<file path="config.mk">
export PLATFORM = sky130hd
export DESIGN_NAME = useq
export DESIGN_NICKNAME = d
export VERILOG_FILES = /design/src/rtl/useq.sv
export SDC_FILE = /design/constraint.sdc
export NUM_CORES = 1
export LEC_CHECK = 0
export BUFFER_PORTS_ARGS = -buffer_cell sky130_fd_sc_hd__buf_2
export CORE_MARGIN = 4
export CORE_UTILIZATION = 45
export DETAILED_ROUTE_END_ITERATION = 12
export GPL_ROUTABILITY_DRIVEN = 0
export HOLD_SLACK_MARGIN = 0.05
export PLACE_DENSITY = 0.72
export SETUP_SLACK_MARGIN = 0.4
export SLEW_MARGIN = 20
export SYNTH_ARGS = -nofsm -noshare
export SYNTH_HDL_FRONTEND = slang
export SYNTH_SLANG_ARGS = --single-unit
</file>
<file path="constraint.sdc">
create_clock -name clk -period 5.5 [get_ports clk]
set_input_delay 0.55 -clock clk [delete_from_list [all_inputs] [get_ports clk]]
set_output_delay 0.55 -clock clk [all_outputs]
set_load 0.05 [all_outputs]
</file>
<file path="src/rtl/useq.sv">
// useq: 65C02-family microcode sequencer with return stack, NMI/IRQ
// entry, forced reset-vector fetch and a sticky sequencing-fault flag.
// Ports: clk, reset (async, high), rdy stall, DB opcode, page, I mask,
// nmi (edge), irq[NIRQ] (level, 0 = highest), seq/nxt/fin/we_nxt from
// the control word; addr/sync/int_take combinational, WE and err
// registered.
module useq #(
  parameter int              AW         = 9,
  parameter int              OPW        = 8,
  parameter int              FW         = 5,
  parameter logic [AW-FW-3:0] FIN_PREFIX = 2'b10,
  parameter int              DEPTH      = 2,
  parameter int              NIRQ       = 1,
  parameter logic [AW-1:0]   VEC_RST    = 9'h1E1,
  parameter logic [AW-1:0]   VEC_NMI    = 9'h1E0,
  parameter logic [AW-1:0]   VEC_IRQ    = 9'h160
) (
  input  logic            clk,
  input  logic            reset,
  input  logic            rdy,
  input  logic [OPW-1:0]  DB,
  input  logic            page,
  input  logic            I,
  input  logic            nmi,
  input  logic [NIRQ-1:0] irq,
  input  logic [2:0]      seq,
  input  logic [AW-3:0]   nxt,
  input  logic [FW-1:0]   fin,
  input  logic            we_nxt,
  output logic [AW-1:0]   addr,
  output logic            sync,
  output logic            WE,
  output logic            int_take,
  output logic            err
);

  localparam int SPW = $clog2(DEPTH + 1);
  localparam int IW  = (NIRQ > 1) ? $clog2(NIRQ) : 1;

  localparam logic [2:0] SEQ_NEXT   = 3'b001;
  localparam logic [2:0] SEQ_FINISH = 3'b010;
  localparam logic [2:0] SEQ_SAVE   = 3'b011;
  localparam logic [2:0] SEQ_CALL   = 3'b100;
  localparam logic [2:0] SEQ_RET    = 3'b101;

  logic            first_q, first_d;
  logic [FW-1:0]   finish_q, finish_d;
  logic [SPW-1:0]  sp_q, sp_d;
  logic [AW-1:0]   stk_q [DEPTH];
  logic [AW-1:0]   stk_d [DEPTH];
  logic            pend_q, pend_d;
  logic            nmi_dly_q, nmi_dly_d;
  logic            we_q, we_d;
  logic            err_q, err_d;
  logic [AW-1:0]   prev_q, prev_d;

  logic            irq_hit;
  logic [IW-1:0]   irq_idx;
  logic            stk_empty;
  logic            stk_full;
  logic            is_jmp;
  logic            is_fin;
  logic            is_ret;
  logic            op_ok;
  logic            nmi_edge;
  logic            bad_op;

  always_comb begin
    irq_hit = 1'b0;
    irq_idx = '0;
    // Scan downwards so the lowest asserted index wins.
    for (int k = NIRQ - 1; k >= 0; k--) begin
      if (irq[k]) begin
        irq_hit = 1'b1;
        irq_idx = IW'(k);
      end
    end
    stk_empty = (sp_q == '0);
    stk_full  = (sp_q == SPW'(DEPTH));
    is_jmp = !first_q && (seq == SEQ_NEXT ||
                          seq == SEQ_SAVE ||
                          seq == SEQ_CALL);
    is_fin = !first_q && (seq == SEQ_FINISH);
    // RET on an empty stack falls through to the fetch path.
    is_ret = !first_q && (seq == SEQ_RET) && !stk_empty;
    addr     = {1'b0, DB};
    sync     = 1'b0;
    int_take = 1'b0;
    unique case (1'b1)
      first_q: addr = VEC_RST;
      is_jmp:  addr = {1'b1, page, nxt};
      is_fin:  addr = {1'b1, page, FIN_PREFIX, finish_q};
      is_ret:  addr = stk_q[0];
      default: begin
        sync = 1'b1;
        if (rdy && pend_q) begin
          addr     = VEC_NMI;
          int_take = 1'b1;
        end else if (rdy && !I && irq_hit) begin
          addr     = VEC_IRQ + AW'(irq_idx);
          int_take = 1'b1;
        end
      end
    endcase
  end

  always_comb begin
    op_ok    = rdy && !first_q;
    nmi_edge = nmi && !nmi_dly_q;
    bad_op   = (seq[2:1] == 2'b11) ||
               (seq == SEQ_RET && stk_empty) ||
               (seq == SEQ_CALL && stk_full);
    first_d   = first_q && !rdy;
    nmi_dly_d = nmi;
    we_d      = rdy ? we_nxt : we_q;
    prev_d    = rdy ? addr : prev_q;
    err_d     = err_q || (op_ok && bad_op);
    finish_d  = (op_ok && seq == SEQ_SAVE) ? fin : finish_q;
    // A new edge beats the clear at an instruction boundary.
    pend_d    = nmi_edge || (pend_q && !(sync && rdy));
    stk_d     = stk_q;
    sp_d      = sp_q;
    if (op_ok) begin
      if (seq == SEQ_CALL) begin
        // Shift down; when full the oldest frame drops off the end.
        for (int i = DEPTH - 1; i > 0; i--) begin
          stk_d[i] = stk_q[i-1];
        end
        stk_d[0] = prev_q + AW'(1);
        if (!stk_full) begin
          sp_d = sp_q + SPW'(1);
        end
      end else if (is_ret) begin
        for (int i = 0; i < DEPTH - 1; i++) begin
          stk_d[i] = stk_q[i+1];
        end
        sp_d = sp_q - SPW'(1);
      end
      if (sync) begin
        sp_d = '0;
      end
    end
  end

  always_ff @(posedge clk or posedge reset) begin
    if (reset) begin
      first_q   <= 1'b1;
      finish_q  <= '0;
      sp_q      <= '0;
      stk_q     <= '{default: '0};
      pend_q    <= 1'b0;
      nmi_dly_q <= 1'b0;
      we_q      <= 1'b0;
      err_q     <= 1'b0;
      prev_q    <= VEC_RST;
    end else begin
      first_q   <= first_d;
      finish_q  <= finish_d;
      sp_q      <= sp_d;
      stk_q     <= stk_d;
      pend_q    <= pend_d;
      nmi_dly_q <= nmi_dly_d;
      we_q      <= we_d;
      err_q     <= err_d;
      prev_q    <= prev_d;
    end
  end

  assign WE  = we_q;
  assign err = err_q;

endmodule
</file>
==> results of run 1 <==
## synth_stat cells (2+ instances only)
cell and n:
a21oi_1 9, a221oi_1 2, a22o_1 2, a41oi_1 4, buf_2 3, clkbuf_1 7
dfrtp_1 33, dfstp_2 6, inv_1 12, mux2_1 12, mux2_2 4, mux2i_1 3
nand2_1 31, nand2b_1 3, nand3_1 10, nand4_1 7, nor2_1 16, nor2b_1 3
nor3_1 8, o211ai_1 2, o21a_1 3, o21ai_0 7, o21ai_1 2, o21bai_1 2
o22ai_1 2, o31a_1 2, o31ai_1 4, xnor2_1 6
## through the flow
step	cells	cell area, um^2	power (uW)
floorplan	228	2165	553.8
global placement	314	2411	607.7
detailed placement	314	2411	614.7
CTS	322	2544	895.9
global route	322	2544	941.5
finish	322	2544	893.9
## where the power goes
group | leakage, uW | total [uW] | switching [uW] | internal [uW]
Combinational | 0.000613 | 209 | 124 | 84.4
Clock | 0.0000654 | 283 | 101 | 181
Sequential | 0.000481 | 403 | 52.3 | 350
Total | 0.00116 | 894 | 278 | 616
## per-layer routing
metal	up-vias	global-route usage	wire length, um
met5	-	0	0
li1	905	-	-
met3	12	0.02315	276
met2	65	0.2737	2367
met4	0	0.07117	103
met1	841	0.2561	2407
## registers in the layout, summed over array words and instances (netlist names)
name       flops
first_q        1
WE             1
stk_q         18
err            1
pend_q         1
nmi_dly_q      1
finish_q       5
sp_q           2
prev_q         9
## area by class of cell
cell class                      count  area (um^2)
Clock buffer                        6        72.57
Clock inverter                      2        60.06
Fill cell                         390         1961
Inverter                           13        51.30
Multi-Input combinational cell    166         1089
Sequential cell                    39        983.4
Tap cell                           52        65.06
Timing Repair Buffer               44        222.7
## final timing paths
check,start,to,slack (ns),depth (start not counted)
setup / recovery,seq[0],addr[4],2.65,7
hold / removal,reset,stk_q[3]$_DFFE_PP0P_,0.36,3
setup reg to reg,first_q$_DFF_PP1_,stk_q[9]$_DFFE_PP0P_,3.40,3
hold reg to reg,err$_DFF_PP0_,err$_DFF_PP0_,0.46,1
max in group asynchronous,reset,first_q$_DFF_PP1_,4.78,3
min in group clk,nmi,nmi_dly_q$_DFF_PP0_,0.38,1
## worst max-delay path, delay by kind of cell
kind	cells	cell delay, ns
AO/OA/AOI/OAI	1	0.39
buffers and inverters	3	0.64
AND/OR/NAND/NOR	3	0.71
## cell families after synthesis
group | Yosys count | synth area share
adder cells (fa/ha/maj) | 1 | 0.005779
AND/OR/NAND/NOR | 87 | 0.1931
multiplexers | 20 | 0.1040
XOR/XNOR | 6 | 0.02428
buffers and inverters | 23 | 0.04278
AO/OA/AOI/OAI | 52 | 0.1757
flip-flops | 39 | 0.4543
==> flow_summary.ini, run 1 <==
[die]
start_util = 0.4806
dieWidth_um = 77.36
rows = 24
die_area_mm2 = 0.005984
coreArea_mm2 = 0.004504
chipHeight_um = 77.36
io_pins = 44

[sta]
holdWs_ns = 0.3572
skew_ns = 0.005154
setup_tns_ns = 0
fin_crit_sh = 0.5185
hold_violations = 0
rsz0062_at_grt = no
finalCriticalPeriod_ns = 2.852
slew_headroom = 0.4727
tightest_slew_ns = 0.7849
fmax_mhz = 350.7
slew_violations = 0
setup_viol = 0
worst_slack_ns = 2.648

[cts]
insertion_delay_ns = 0.29
clk_pin_slew_worst_paths_ns = 0.08
clk_path_buf_depth = 2
cts_root_buffer = clkbuf_8
postCtsSetupRepairBufs = 0
htreeDepth = 2
cts-hold-fix-buffers = 0
cts_buffers = 5
clock_sinks = 39
cts_resized = 0
cts_tree = built

[grt]
grt_usage = 0.1782
grt_pass1_wl_um = 8521
grt_pass1_vias = 1712
grt_max_degree = 40
grt_overflow = 0
antenna_found_initial = 0

[route]
drc = 0
drt_first_iter_violations = 136
drtAntennaViolNets = 0
drt_wl_total_um = 5154
vias = 1823
wire_per_inst_um = 16.01
first_pass_iters = 4
vias_per_cell = 5.661

[power_and_ir_drop]
powerDensity_mw_per_mm2 = 351.4
vdd_drop_max_mv = 0.1956
p_leak_uw = 0.001160

[finish]
post-route-util = 0.5647
syn2layout_area_growth_pct = 17.51
final_cell_mix = buf_2 (43), dfrtp_1 (33), nand2_1 (31)
final_nets = 301
mostFrequentLayoutCell = buf_2
n_antenna_cell = 0
drive_gt1_frac = 0.2593

[logic_synthesis]
synth_nets = 260
yosys.area.top_type = dfrtp_1
ys_seq_elements = 39
synth_seq_area_share = 0.4543
yosys_warnings = 0
synthDistinctLibCells = 51
synthFlopType = dfrtp_1
synthArstFlopShare = 1.000
synth_area_mm2 = 0.002165
synth-edff-count = 0
syn_area_per_cell_um2 = 9.494
syn_inst = 228
synth_top_area_share = 0.3815
netlist_top_cells_area = dfrtp_1 (38%), dfstp_2 (7.3%), mux2_1 (6.2%)

[setup_path]
start_kind = input pin
cpMostUsedCell = buf_2
crit_path_max_fanout = 16
crit_chain = buf_2 > or3b_4 > a211o_4 > inv_4 > nand3_1 > nand4_1 > buf_2
end_kind = output port
critPathSlowestCell = or3b_4
cp.arrival_ns = 2.30
cpPeakStageDelay_ns = 0.44
required_ns = 4.95
critical_path_class = in2out

[run_status]
status = completed

[place]
port_buffers = 43
hpwlAfterDp_um = 3815
place_ws_ns = 2.695

[flow_run]
maxCapViolCount = 0

[worst_hold_path]
hp-class = in2async
Power figures use the tool's default switching activity.
==> run 2: changes to the inputs <==
- clock period: 5.5 -> 2.8 ns (I/O delays scaled with it)
==> run 2 against run 1 <==
Clock skew grew 0.00081 ns. Register-to-register slack worse by 2.5 ns. Via count grew 5.2%. Sequential cell count is the same. Combinational power rose by 110%. Worst setup slack lost 2.2 ns. Power up 79%. Cell area rose by 2.5%. Wire length is 0.60% lower. Worst hold slack got worse by 0.25 ns. Critical path depth down 1. Non-clock buffer count grew 9. Critical path type is now reg2out. Critical endpoint is now addr[1]. Largest cell class unchanged. Highest routed layer unchanged.
==> flow_summary.ini, run 2 (synthesis gave the netlist of run 1 again) <==
[grt]
grt_usage = 0.1783
grt_pass1_vias = 1783
grt_pass1_wl_um = 8521
grt_max_degree = 26
grt_overflow = 0
antenna_found_initial = 0

[sta]
slew_violations = 0
setup_tns_ns = 0
rsz0062_at_grt = yes
setup_viol = 0
fmax_mhz = 425.6
fin_crit_sh = 0.8392
skew_ns = 0.005962
hold_violations = 0
slew_headroom = 0.3825
finalCriticalPeriod_ns = 2.350
tightest_slew_ns = 0.9252
holdWs_ns = 0.1028

[setup_path]
crit_chain = or3b_4 > a211o_4 > inv_8 > nand3_1 > nand4_1 > buf_4
cp.arrival_ns = 2.07
path_delay_family = simple AND/OR/NAND/NOR gates
critical_path_class = reg2out
worst-path-buf-inv = 2
rrSetupSlack_ns = 0.95
critPathSlowestCell = dfrtp_2
end_kind = output port
r2r.worst_path.cells = 6
rr_startpoint = sp_q[1]$_DFFE_PP0P_
start_kind = flop
required_ns = 2.52
crit_path_max_fanout = 8
cpPeakStageDelay_ns = 0.44
regToRegEndpoint = sp_q[1]$_DFFE_PP0P_

[die]
rows = 24
chipHeight_um = 77.36
start_util = 0.4806
die_area_mm2 = 0.005984
dieWidth_um = 77.36
coreArea_mm2 = 0.004504
io_pins = 44

[route]
vias_per_cell = 5.795
wire_per_inst_um = 15.48
drt_wl_total_um = 5123
vias = 1918
drtAntennaViolNets = 0
drc = 0
first_pass_iters = 4
drt_first_iter_violations = 74

[finish]
mostFrequentLayoutCell = buf_2
max_flop_register = stk_q
reg.largest.list = stk_q x18, prev_q x9, finish_q x5
n_antenna_cell = 0
final_cell_mix = buf_2 (37), dfrtp_1 (31), nand2_1 (31)
final_nets = 310
drive_gt1_frac = 0.2939
largest_reg_flops = 18
syn2layout_area_growth_pct = 20.40
fillers = 393

[run_status]
status = completed

[power_and_ir_drop]
seqPwrFrac = 0.489
pwr-share-clk = 0.234
internal_power_uw = 1055
p_switching_uw = 549.3
powerDensity_mw_per_mm2 = 615.6
total_power_uw = 1604
p_leak_uw = 0.001186
switching_share = 0.3423
pwr-share-comb = 0.276
vdd_drop_max_mv = 0.4214

[cts]
cts_buffers = 5
clock_sinks = 39
clk_path_buf_depth = 2
insertion_delay_ns = 0.30
clk_pin_slew_worst_paths_ns = 0.07
cts_tree = built
cts_root_buffer = clkbuf_8
cts-hold-fix-buffers = 0
htreeDepth = 2

[worst_hold_path]
holdPathEnd = nmi_dly_q$_DFF_PP0_
hp-class = in2reg
hold_depth = 1
hp-start = nmi

[place]
hpwlAfterDp_um = 3916
port_buffers = 43

[flow_run]
maxCapViolCount = 0
[run 2: power by group through the flow]
| stage | logic (uW) | clock network, uW | registers [uW] |
|---|---|---|---|
| after floorplan | 321 | 0 | 767 |
| after global placement | 408 | 0 | 792 |
| after detailed placement | 416 | 0 | 796 |
| after CTS | 427 | 385 | 786 |
| after global routing | 492 | 411 | 803 |
| final | 443 | 376 | 785 |
[run 2: worst max-delay path by stage]
stage	slack, ns	from	end	cells past startpoint
finish	0.45	sp_q[1]$_DFFE_PP0P_	addr[1]	6
CTS	0.40	sp_q[1]$_DFFE_PP0P_	addr[1]	6
floorplan	0.47	seq[2]	addr[7]	6
global route	0.38	sp_q[1]$_DFFE_PP0P_	addr[1]	6
detailed placement	0.55	seq[0]	addr[1]	7
global placement	0.59	seq[0]	addr[4]	7
[run 2: per-layer routing]
layer,wire length (um),part of all wire,track usage
met2,2314,0.45,0.2642
met3,302,0.059,0.03819
met4,133,0.026,0.08185
met5,0,0,0
met1,2373,0.46,0.2506
[run 2: layout make-up]
cell class,instances,area [um^2],area share
multi-input cells,166,1097,0.4210
flip-flops and latches,39,985.9,0.3783
repair buffers,53,316.6,0.1215
clock buffers,6,72.57,0.02784
well taps,52,65.06,0.02496
inverters,13,56.30,0.02160
clock inverters,2,12.51,0.004801
[run 2: worst register-to-register path, delay by kind of cell, from the launching register on]
family          cells  cell delay [ns]
compound gates      2             0.62
simple gates        2             0.47
buf+inv             2             0.21
flops               1             0.44
[run 2: timing repair]
action / in CTS / in global routing
buffers inserted: 0 / 3
pin swaps: 0 / 3
setup endpoints to repair: 6 / 8
resized for setup: 8 / 7
[run 2: metrics by stage]
stage / worst slack, ns / cell area, um^2 / cells / utilization
after floorplan: 0.4707 / 2165 / 228 / -
after global placement: 0.5917 / 2456 / 320 / 0.5453
after detailed placement: 0.5538 / 2456 / 320 / 0.5453
after CTS: 0.3961 / 2561 / 328 / 0.5686
after global routing: 0.3828 / 2606 / 331 / 0.5786
final: 0.4502 / 2606 / 331 / 0.5786
==> run 3: changes to the inputs <==
- clock period: 2.8 -> 2.4 ns (I/O delays scaled with it)
==> run 3 against run 2 <==
Critical path depth did not move. Combinational power rose by 33%. Worst setup slack got worse by 0.28 ns. Clock power rose by 16%. Sequential power rose by 17%. Worst hold slack got worse by 0.043 ns.
==> flow_summary.ini, run 3 (synthesis gave the netlist of run 1 again) <==
[run_status]
status = completed

[die]
die_area_mm2 = 0.005984
io_pins = 44
start_util = 0.4806
rows = 24
chipHeight_um = 77.36
coreArea_mm2 = 0.004504
dieWidth_um = 77.36

[place]
placed_cell_area_mm2 = 0.002500
hpwlAfterDp_um = 3848
port_buffers = 43

[flow_run]
maxCapViolCount = 0

[setup_path]
crit_path_max_fanout = 3
start_kind = flop
critical_path_class = reg2out
cp.arrival_ns = 1.99
end_kind = output port
rrSetupSlack_ns = 0.46
required_ns = 2.16

[finish]
max_flop_register = stk_q
reg.largest.list = stk_q x18, prev_q x9, finish_q x5
n_antenna_cell = 0
drive_gt1_frac = 0.3601
fin_area_mm2 = 0.002788
largest_reg_flops = 18
final_nets = 317
syn2layout_area_growth_pct = 28.79
final_cell_mix = dfrtp_1 (32), buf_2 (32), nand2_1 (30)

[sta]
skew_ns = 0.005824
setup_tns_ns = 0
hold_violations = 0
rsz0062_at_grt = yes
setup_viol = 0
fmax_mhz = 447.7
slew_headroom = 0.6199
fin_crit_sh = 0.9307
slew_violations = 0
finalCriticalPeriod_ns = 2.234
tightest_slew_ns = 0.5701

[grt]
antenna_found_initial = 0
grt_overflow = 0
grt_usage = 0.1914
grt_pass1_wl_um = 9287
grt_max_degree = 40
grt_pass1_vias = 1923

[power_and_ir_drop]
vdd_drop_max_mv = 0.3360
powerDensity_mw_per_mm2 = 695.8
p_leak_uw = 0.001255

[route]
vias = 1936
vias_per_cell = 5.728
drt_first_iter_violations = 133
drc = 0
wire_per_inst_um = 16.44
drtAntennaViolNets = 0
first_pass_iters = 4
drt_wl_total_um = 5558

[cts]
cts_tree = built
cts_buffers = 5
clock_sinks = 39
clk_path_buf_depth = 2
cts-hold-fix-buffers = 0
cts_root_buffer = clkbuf_8
insertion_delay_ns = 0.29
clk_pin_slew_worst_paths_ns = 0.08
htreeDepth = 2

[worst_hold_path]
hp-class = in2async
==> run 3: per-layer routing <==
layer / wire, um / GRT usage
met1: 2629 / 0.2731
met4: 78 / 0.07295
met2: 2606 / 0.2884
met3: 243 / 0.03819
met5: 0 / 0
==> run 3: what timing repair did <==
| item | CTS | global route |
|---|---|---|
| setup endpoints to repair | 11 | 13 |
| gates cloned | 0 | 0 |
| gates resized for setup | 31 | 6 |
| pin swaps | 3 | 1 |
| buffers inserted | 8 | 1 |
==> run 3: final cells by class <==
cell class                 instances  area [um^2]
clock buffer                       5        68.82
sequential                        39        984.7
inverter                          13        56.30
clock inverter                     3        20.02
tap                               52        65.06
fill                             347         1717
multi-input combinational        166         1169
timing repair buffer              60        424.2
==> run 3: worst paths after layout <==
check,from,cells past startpoint,endpoint
setup / recovery,sp_q[0]$_DFFE_PP0P_,6,addr[6]
hold / removal,reset,3,stk_q[13]$_DFFE_PP0P_
setup reg to reg,sp_q[0]$_DFFE_PP0P_,7,sp_q[1]$_DFFE_PP0P_
hold reg to reg,err$_DFF_PP0_,1,err$_DFF_PP0_
max in group asynchronous,reset,3,sp_q[1]$_DFFE_PP0P_
min in group clk,nmi,1,nmi_dly_q$_DFF_PP0_
==> run 3: power by group <==
part / switching, uW / total [uW] / internal [uW]
registers: 113 / 916 / 803
logic: 324 / 587 / 262
clock network: 234 / 436 / 202
total: 672 / 1940 / 1270
==> run 3: critical path: stages, from the launching register on <==
cell,delay [ns]
dfrtp_1,0.41
or3b_4,0.42
a32oi_2,0.32
a2111oi_2,0.10
buf_4,0.17
nor2_2,0.08
buf_4,0.20
==> run 3: per-stage QoR <==
stage / total power, uW / util / instances / setup WS (ns) / hold WS, ns
global route: 2054 / 0.6189 / 338 / 0.09039 / 0.07897
global placement: 1408 / 0.5550 / 321 / 0.2794 / 0.3663
CTS: 1934 / 0.6117 / 337 / 0.1720 / 0.07208
floorplan: 1278 / - / 228 / 0.3363 / 0.2714
detailed placement: 1424 / 0.5550 / 321 / 0.2812 / 0.3772
finish: 1940 / 0.6189 / 338 / 0.1663 / 0.06021
